**config.mk**
```make
export PLATFORM = sky130hd
export DESIGN_NAME = pipe_stage_reg
export DESIGN_NICKNAME = d
export VERILOG_FILES = /design/src/rtl/pipe_pkg.sv /design/src/rtl/pipe_slot.sv /design/src/rtl/pipe_stage_reg.sv
export SDC_FILE = /design/constraint.sdc
export NUM_CORES = 1
export LEC_CHECK = 0
export ABC_AREA = 1
export ABC_CLOCK_PERIOD_IN_PS = 4500
export BUFFER_PORTS_ARGS = -buffer_cell sky130_fd_sc_hd__clkbuf_2
export CAP_MARGIN = 15
export CORE_MARGIN = 2
export CORE_UTILIZATION = 55
export DETAILED_ROUTE_END_ITERATION = 6
export GPL_ROUTABILITY_DRIVEN = 0
export PLACE_DENSITY_LB_ADDON = 0.08
export SLEW_MARGIN = 20
export SYNTH_ARGS = -nofsm -noshare
export SYNTH_HDL_FRONTEND = slang
export SYNTH_SLANG_ARGS = --single-unit
export TNS_END_PERCENT = 30
```
**constraint.sdc**
```tcl
create_clock -name clk -period 4.5 [get_ports clk]
set_input_delay 0.675 -clock clk [delete_from_list [all_inputs] [get_ports clk]]
set_output_delay 0.675 -clock clk [all_outputs]
set_load 0.1 [all_outputs]
```
**src/rtl/pipe_pkg.sv**
```systemverilog
// Shared types and per-stage widths for the inter-stage pipeline registers.
package pipe_pkg;

    // Occupancy state of a skid-buffered stage register.
    typedef enum logic [1:0] {
        PS_EMPTY = 2'd0,
        PS_BUSY  = 2'd1,
        PS_FULL  = 2'd2
    } pipe_state_e;

    // IF/ID: instruction word, PC, PC+4.
    localparam int unsigned IF_ID_CTRL_W  = 1;
    localparam int unsigned IF_ID_DATA_W  = 96;
    // ID/EX: decoded controls plus rs1/rs2 values, immediate, PC, PC+4, rd.
    localparam int unsigned ID_EX_CTRL_W  = 12;
    localparam int unsigned ID_EX_DATA_W  = 165;
    // EX/MEM: regWrite, memWrite, resultSrc plus ALU result, store data, PC+4, rd.
    localparam int unsigned EX_MEM_CTRL_W = 4;
    localparam int unsigned EX_MEM_DATA_W = 101;
    // MEM/WB: regWrite, resultSrc plus ALU result, load data, imm, PC+4, rd.
    localparam int unsigned MEM_WB_CTRL_W = 3;
    localparam int unsigned MEM_WB_DATA_W = 133;

    // Number of entries held in a given FSM state.
    function automatic logic [1:0] state_occupancy(input pipe_state_e s);
        logic [1:0] occ;
        occ = 2'd0;
        unique case (s)
            PS_EMPTY: occ = 2'd0;
            PS_BUSY:  occ = 2'd1;
            PS_FULL:  occ = 2'd2;
            default:  occ = 2'd0;
        endcase
        return occ;
    endfunction

endpackage

```
**src/rtl/pipe_slot.sv**
```systemverilog
// One pipeline entry: valid bit, control field and payload.
// The control field reads as zero whenever the slot is empty so a bubble
// can never assert a write enable downstream.
module pipe_slot #(
    parameter int unsigned CTRL_W = 3,
    parameter int unsigned DATA_W = 133
) (
    input  logic              clk,
    input  logic              rst,
    input  logic              flush,
    input  logic              load,
    input  logic              drop,
    input  logic [CTRL_W-1:0] in_ctrl,
    input  logic [DATA_W-1:0] in_data,
    output logic              valid,
    output logic [CTRL_W-1:0] ctrl,
    output logic [DATA_W-1:0] data
);

    logic              valid_q;
    logic [CTRL_W-1:0] ctrl_q;
    logic [DATA_W-1:0] data_q;

    // Priority: reset clears everything, flush only kills the entry, load beats drop.
    always_ff @(posedge clk) begin
        if (rst) begin
            valid_q <= 1'b0;
            ctrl_q  <= '0;
            data_q  <= '0;
        end else if (flush) begin
            valid_q <= 1'b0;
        end else if (load) begin
            valid_q <= 1'b1;
            ctrl_q  <= in_ctrl;
            data_q  <= in_data;
        end else if (drop) begin
            valid_q <= 1'b0;
        end
    end

    // Mask control on an empty slot; payload is left as-is.
    always_comb begin
        valid = valid_q;
        ctrl  = valid_q ? ctrl_q : '0;
        data  = data_q;
    end

endmodule

```
**src/rtl/pipe_stage_reg.sv**
```systemverilog
// Inter-stage pipeline register with valid/ready handshake, flush and
// control-field bubble masking. SKID=1 adds a second entry so in_ready can
// be driven from a flop instead of from out_ready.
module pipe_stage_reg #(
    parameter int unsigned CTRL_W = 3,
    parameter int unsigned DATA_W = 133,
    parameter int unsigned SKID   = 1
) (
    input  logic              clk,
    input  logic              rst,
    input  logic              flush,
    input  logic              in_valid,
    output logic              in_ready,
    input  logic [CTRL_W-1:0] in_ctrl,
    input  logic [DATA_W-1:0] in_data,
    output logic              out_valid,
    input  logic              out_ready,
    output logic [CTRL_W-1:0] out_ctrl,
    output logic [DATA_W-1:0] out_data,
    output logic [1:0]        occupancy
);

    import pipe_pkg::*;

    if (CTRL_W < 1 || DATA_W < 1 || SKID > 1) begin : gen_param_err
        $error("pipe_stage_reg: need CTRL_W >= 1, DATA_W >= 1 and SKID in {0,1}");
    end

    logic              xfer_in;
    logic              xfer_out;
    logic              main_load;
    logic              main_drop;
    logic              main_valid;
    logic [CTRL_W-1:0] main_ctrl_in;
    logic [DATA_W-1:0] main_data_in;

    // The main slot always drives the stage outputs.
    pipe_slot #(
        .CTRL_W (CTRL_W),
        .DATA_W (DATA_W)
    ) u_main (
        .clk     (clk),
        .rst     (rst),
        .flush   (flush),
        .load    (main_load),
        .drop    (main_drop),
        .in_ctrl (main_ctrl_in),
        .in_data (main_data_in),
        .valid   (main_valid),
        .ctrl    (out_ctrl),
        .data    (out_data)
    );

    assign out_valid = main_valid;
    assign xfer_out  = main_valid && out_ready;

    if (SKID == 0) begin : gen_single

        // Single register: ready when empty or when the held entry leaves now.
        always_comb begin
            in_ready     = !main_valid || out_ready;
            xfer_in      = in_valid && in_ready;
            main_load    = xfer_in;
            main_drop    = xfer_out;
            main_ctrl_in = in_ctrl;
            main_data_in = in_data;
            occupancy    = {1'b0, main_valid};
        end

    end else begin : gen_skid

        pipe_state_e       state_q, state_d;
        logic              in_ready_q;
        logic              skid_load;
        logic              skid_drop;
        logic              skid_valid;
        logic [CTRL_W-1:0] skid_ctrl;
        logic [DATA_W-1:0] skid_data;

        // Second entry catches the beat accepted while the main slot is stalled.
        pipe_slot #(
            .CTRL_W (CTRL_W),
            .DATA_W (DATA_W)
        ) u_skid (
            .clk     (clk),
            .rst     (rst),
            .flush   (flush),
            .load    (skid_load),
            .drop    (skid_drop),
            .in_ctrl (in_ctrl),
            .in_data (in_data),
            .valid   (skid_valid),
            .ctrl    (skid_ctrl),
            .data    (skid_data)
        );

        // skid_valid mirrors state_q == PS_FULL; kept for slot symmetry only.
        logic unused_skid_valid;
        assign unused_skid_valid = skid_valid;

        // Next state and slot load/drop strobes; flush overrides every transfer.
        always_comb begin
            state_d      = state_q;
            main_load    = 1'b0;
            main_drop    = 1'b0;
            skid_load    = 1'b0;
            skid_drop    = 1'b0;
            main_ctrl_in = in_ctrl;
            main_data_in = in_data;
            xfer_in      = in_valid && in_ready_q;

            unique case (state_q)
                PS_EMPTY: begin
                    if (xfer_in) begin
                        main_load = 1'b1;
                        state_d   = PS_BUSY;
                    end
                end
                PS_BUSY: begin
                    if (xfer_in && xfer_out) begin
                        main_load = 1'b1;
                    end else if (xfer_in) begin
                        skid_load = 1'b1;
                        state_d   = PS_FULL;
                    end else if (xfer_out) begin
                        main_drop = 1'b1;
                        state_d   = PS_EMPTY;
                    end
                end
                PS_FULL: begin
                    // in_ready_q is low here, so only the drain side can move.
                    if (xfer_out) begin
                        main_load    = 1'b1;
                        main_ctrl_in = skid_ctrl;
                        main_data_in = skid_data;
                        skid_drop    = 1'b1;
                        state_d      = PS_BUSY;
                    end
                end
                default: begin
                    state_d = PS_EMPTY;
                end
            endcase

            if (flush) begin
                state_d = PS_EMPTY;
            end
        end

        // State register; in_ready is precomputed from the next state.
        always_ff @(posedge clk) begin
            if (rst) begin
                state_q    <= PS_EMPTY;
                in_ready_q <= 1'b1;
            end else begin
                state_q    <= state_d;
                in_ready_q <= (state_d != PS_FULL);
            end
        end

        assign in_ready  = in_ready_q;
        assign occupancy = state_occupancy(state_q);

    end

endmodule

```
==> results.cfg, run 1 <==
[sta]
max_freq_mhz = 376
relSlewSlack = 0.280
final-setup-viol-count = 0
finalClockSkew_ns = 0.0244
fin_crit_ns = 2.66
worst_slack_ns = 1.84
fin_crit_sh = 0.592
hold_viol_final = 0
timing.hold.ws_ns = 0.383
finalMaxSlewViolations = 0
rsz0062_at_grt = false
worst_slew_pin_slew_ns = 1.08
fin_setup_tns_ns = 0

[worst_setup_path]
cp-end-kind = register
cp_data_required_time_ns = 4.96
cp_max_fo = 136
start_kind = register
worstSetupPathType = register to register
crit_arrival_ns = 3.12

[global_routing]
grt_antenna_before_repair = 5
grt_pass1_vias = 10600
grt_max_degree = 141
grt_pass1_wl_um = 51000
grt_usage = 0.255
grt.overflow.total = 0

[synth]
syn_nets = 2085
netlist_top_cells_area = dfxtp_1, nand2_1, nor2_1
yosysUniqueCellTypes = 18
ys.warnings.count = 0
synth_area_leader_cell = dfxtp_1
synth_seq_cells = 277
synth-seq-area-share = 0.452
avgSynthCellArea_um2 = 6.31
netlist.area_leader.share = 0.452
syn_area_um2 = 12300
netlist_instances = 1944

[placement]
place_hpwl_um = 18500
port-buffer-count = 280
dp.cells = 2397
place_worst_setup_slack_ns = 1.51

[floorplanning]
ios = 281
die_w_um = 153
die_h_um = 153
core-area_um2 = 21900
num_rows = 54
die_area_um2 = 23500
start_util = 0.561

[power]
totalPowerFinal_mw = 6.35
leakagePower_nw = 7.69
irDropWorstVdd_uv = 277
power_density_nw_per_um2 = 437

[drt]
drc = 0
firstDrtPassIters = 5
wl_per_cell_um = 12.5
totalWireLength_um = 30600
postRouteAntennaNets = 0
drt_iter0_drc = 844
vias = 11700
vias_per_cell = 4.78

[clock_network]
postCtsSetupRepairBufs = 0
cts_tree = done
clockRootBuffer = clkbuf_16
clk-insertion-delay-late_ns = 0.55
cts.sinks = 277
htreeDepth = 1
holdBufCountCts = 0
cts.path.max_buffers = 3
cts_buffers = 29
clkTransAtPathRegs_ns = 0.06
cts_resized = 0

[cells_and_area]
final_cells = 2455
drive_gt1_frac = 0.170
nNetsFinal = 2289
area_delta_synth_final_pct = 18.3

[outcome]
status = complete, no violations

[min_path]
hold_class = primary input to register

[run]
maxCapViolations = 0
## cells in the final DEF (no fill, tap or decap)
| cell | instances |
|---|---|
| nand3_4 | 2 |
| clkinvlp_4 | 1 |
| inv_2 | 3 |
| dfxtp_1 | 277 |
| buf_12 | 3 |
| clkbuf_1 | 7 |
| a21oi_1 | 3 |
| bufinv_16 | 3 |
| nand2_1 | 698 |
| nor2_2 | 20 |
| diode_2 | 4 |
| nor2_1 | 530 |
| clkbuf_2 | 280 |
| o21ai_0 | 132 |
| clkbuf_16 | 29 |
| inv_6 | 4 |
| nand2_4 | 1 |
| clkbuf_8 | 7 |
| clkinv_2 | 5 |
| o21ai_1 | 6 |
| buf_4 | 8 |
| inv_1 | 149 |
| nand2_2 | 2 |
| nor2_4 | 1 |
## synth_stat cells, drive strengths merged
master	count
nand2	701
nor2	551
buf	67
inv	154
o21ai	138
dfxtp	277
clkbuf	51
a21oi	3
nand3	2
## through the flow
stage / area [um2] / utilization
after floorplan: 12300 / -
final: 14500 / 0.663
after CTS: 14500 / 0.663
after global placement: 13500 / 0.617
after detailed placement: 13500 / 0.617
after global routing: 14500 / 0.663
## power breakdown
group          switching (mW)  internal (mW)  total, mW
clock network           0.988           1.48       2.46
registers              0.0691           2.57       2.64
logic                   0.998          0.241       1.24
## path summary, 6_finish.rpt
kind,start,endpoint,slack (ns),cells past startpoint
worst max-delay path,u_main.valid,gen_skid.u_skid.data[20],1.84,7
worst min-delay path,in_data[102],gen_skid.u_skid.data[102],0.38,3
worst max register to register,u_main.valid,gen_skid.u_skid.data[20],1.84,7
worst min register to register,gen_skid.u_skid.data[84],gen_skid.u_skid.data[84],0.48,2
## state kept, by name, indices dropped and copies added (netlist names)
register                flops
gen_skid.u_skid.data      133
gen_skid.u_skid.valid       1
u_main.valid                1
gen_skid.u_skid.ctrl_q      3
u_main.ctrl_q               3
in_ready                    1
u_main.data               133
gen_skid.state_q            2
## cell families (layout without fill, tap and decap cells)
logic type	after synthesis	count (layout)	synth area share
other	0	4	0
DFF	277	277	0.452
and+or+nand+nor	1254	1254	0.389
buffers and inverters	272	499	0.101
AOI/OAI and AO/OA	141	141	0.0575
## critical path: stages, from the launching register on
cell and delay [ns]:
dfxtp_1 0.38, nand2_2 0.14, inv_2 0.07, nor2_2 0.16, nand3_4 0.49, inv_6 1.02
nor2_1 0.11, nor2_1 0.16
## area by class of cell
cell class                      instances  area (um2)
Antenna cell                            4        10.0
Clock buffer                           43         848
Clock inverter                         11         140
Fill cell                            2060        7380
Inverter                              154         588
Multi-Input combinational cell       1395        5510
Sequential cell                       277        5550
Tap cell                              280         350
Timing Repair Buffer                  291        1520
## metal layers
layer / track usage / vias up / part of all wire
met5: 0 / - / 0.00043
met4: 0.0939 / 2 / 0.033
met3: 0.0397 / 68 / 0.065
met2: 0.410 / 319 / 0.45
met1: 0.350 / 5189 / 0.45
li1: - / 6169 / -
Power figures use the tool's default switching activity.
==> run 2: changes to the inputs <==
--- a/config.mk
+++ b/config.mk
@@ -6,11 +6,11 @@
 export NUM_CORES = 1
 export LEC_CHECK = 0
 export ABC_AREA = 1
-export ABC_CLOCK_PERIOD_IN_PS = 4500
+export ABC_CLOCK_PERIOD_IN_PS = 2280
 export BUFFER_PORTS_ARGS = -buffer_cell sky130_fd_sc_hd__clkbuf_2
 export CAP_MARGIN = 15
 export CORE_MARGIN = 2
-export CORE_UTILIZATION = 55
+export CORE_UTILIZATION = 49
 export DETAILED_ROUTE_END_ITERATION = 6
 export GPL_ROUTABILITY_DRIVEN = 0
 export PLACE_DENSITY_LB_ADDON = 0.08
==> constraint.sdc (replaced) <==
create_clock -name clk -period 2.28 [get_ports clk]
set_input_delay 0.342 -clock clk [delete_from_list [all_inputs] [get_ports clk]]
set_output_delay 0.342 -clock clk [all_outputs]
set_load 0.1 [all_outputs]
==> results.cfg, run 2 (synthesized netlist as in run 1, its figures left out) <==
[global_routing]
grt_antenna_before_repair = 3
grt_pass1_vias = 10600
grt_usage = 0.232
grt.overflow.total = 0
grt_pass1_wl_um = 51100
grt_max_degree = 98

[run]
maxCapViolations = 0

[drt]
drt_iter0_drc = 957
wl_met1_um = 14300
totalWireLength_um = 31100
routed-wl-met2_um = 14100
top_layer = met5
firstDrtPassIters = 5
drc = 0
vias = 11600
vias_per_cell = 4.63
dr_wl_met3_um = 1970
wl_per_cell_um = 12.4
postRouteAntennaNets = 0

[floorplanning]
die_area_um2 = 26300
core-area_um2 = 24500
ios = 281
num_rows = 57
start_util = 0.502
die_h_um = 162
die_w_um = 162

[placement]
placed_area_um2 = 13800
port-buffer-count = 280
place_hpwl_um = 19300

[clock_network]
holdBufCountCts = 0
htreeDepth = 1
clk-insertion-delay-late_ns = 0.54
cts_tree = done
cts.path.max_buffers = 3
clockRootBuffer = clkbuf_16
postCtsSetupRepairBufs = 0
cts.sinks = 277
cts_buffers = 30
cts_resized = 0
clkTransAtPathRegs_ns = 0.06

[worst_setup_path]
reg2reg_depth = 7
crit_path_end = occupancy[0]
start_kind = register
cp_data_required_time_ns = 1.94
worstSetupPathType = register to primary output
cp-startpoint = gen_skid.state_q[0]
crit_arrival_ns = 1.77
cp-end-kind = primary output
r2r-end = gen_skid.u_skid.data[22]
cp_max_fo = 5
r2r-start = u_main.valid
r2r_slack_ns = 0.48

[min_path]
hold_path_depth = 3
hold_class = primary input to register

[cells_and_area]
layout_commonest_cell = nand2_1
mostFrequentLayoutCells = nand2_1, nor2_1, clkbuf_2
fillers = 2387
nNetsFinal = 2302
drive_gt1_frac = 0.174
final_area_um2 = 14800
area_delta_synth_final_pct = 20.5

[sta]
fin_setup_tns_ns = 0
worst_slew_pin_slew_ns = 0.649
final-setup-viol-count = 0
relSlewSlack = 0.567
finalClockSkew_ns = 0.00667
finalMaxSlewViolations = 0
max_freq_mhz = 474
rsz0062_at_grt = false
fin_crit_ns = 2.11
fin_crit_sh = 0.924
hold_viol_final = 0

[power]
irDropWorstVdd_uv = 618
power_density_nw_per_um2 = 843
leakagePower_nw = 7.80

[outcome]
status = complete, no violations
## run 2: cell types whose count changed in the layout (fill, tap and decap cells not counted)
cell | previous run | this run
inv_6 | 4 | 2
clkinvlp_4 | 1 | 0
nor2_1 | 530 | 529
buf_12 | 3 | 14
buf_4 | 8 | 9
nor2_2 | 20 | 21
clkbuf_1 | 7 | 9
clkinv_2 | 5 | 6
bufinv_16 | 3 | 1
diode_2 | 4 | 2
clkbuf_8 | 7 | 8
clkbuf_16 | 29 | 31
## run 2: final cells by class
type / instances / area, um2 / share of cell area
diodes: 2 / 5.00 / 0.000338
clock buffers: 48 / 920 / 0.0622
clock inverters: 7 / 60.1 / 0.00406
inverters: 154 / 588 / 0.0398
multi-input cells: 1395 / 5510 / 0.373
flip-flops and latches: 277 / 5550 / 0.375
well taps: 324 / 405 / 0.0274
repair buffers: 303 / 1750 / 0.118
## run 2: layer usage
layer / vias up / global-route usage
li1: 6187 / -
met1: 5088 / 0.307
met2: 274 / 0.384
met3: 58 / 0.0511
met4: 2 / 0.0652
met5: - / 0
## run 2: worst min-delay path by stage
stage	from	end	slack (ns)
after CTS	in_data[101]	gen_skid.u_skid.data[101]	0.04
after global routing	in_data[88]	gen_skid.u_skid.data[88]	0.07
after global placement	gen_skid.u_skid.data[118]	gen_skid.u_skid.data[118]	0.46
final	in_data[101]	gen_skid.u_skid.data[101]	0.06
after detailed placement	gen_skid.u_skid.data[77]	gen_skid.u_skid.data[77]	0.47
after floorplan	gen_skid.u_skid.data[103]	gen_skid.u_skid.data[103]	0.45
## run 2: where the power goes
| group | switching, mW | internal (mW) | total, mW |
|---|---|---|---|
| clock | 1.93 | 2.85 | 4.78 |
| combinational | 1.97 | 0.503 | 2.47 |
| sequential | 0.138 | 5.08 | 5.22 |
| total | 4.03 | 8.43 | 12.5 |
## run 2: stage by stage
stage	total power [mW]	cells	worst slack, ns	hold WS (ns)	utilization
floorplan	7.31	1944	0.00831	0.454	-
global placement	7.77	2453	0.554	0.462	0.564
detailed placement	7.79	2453	0.548	0.471	0.564
CTS	12.6	2508	0.124	0.0376	0.604
global route	13.0	2509	0.108	0.0674	0.604
finish	12.5	2510	0.172	0.0604	0.604
## run 2: worst max-delay path: stages, from the launching register on
cell and delay, ns:
dfxtp_1 0.39, inv_2 0.07, nor2_2 0.23, clkbuf_2 0.53
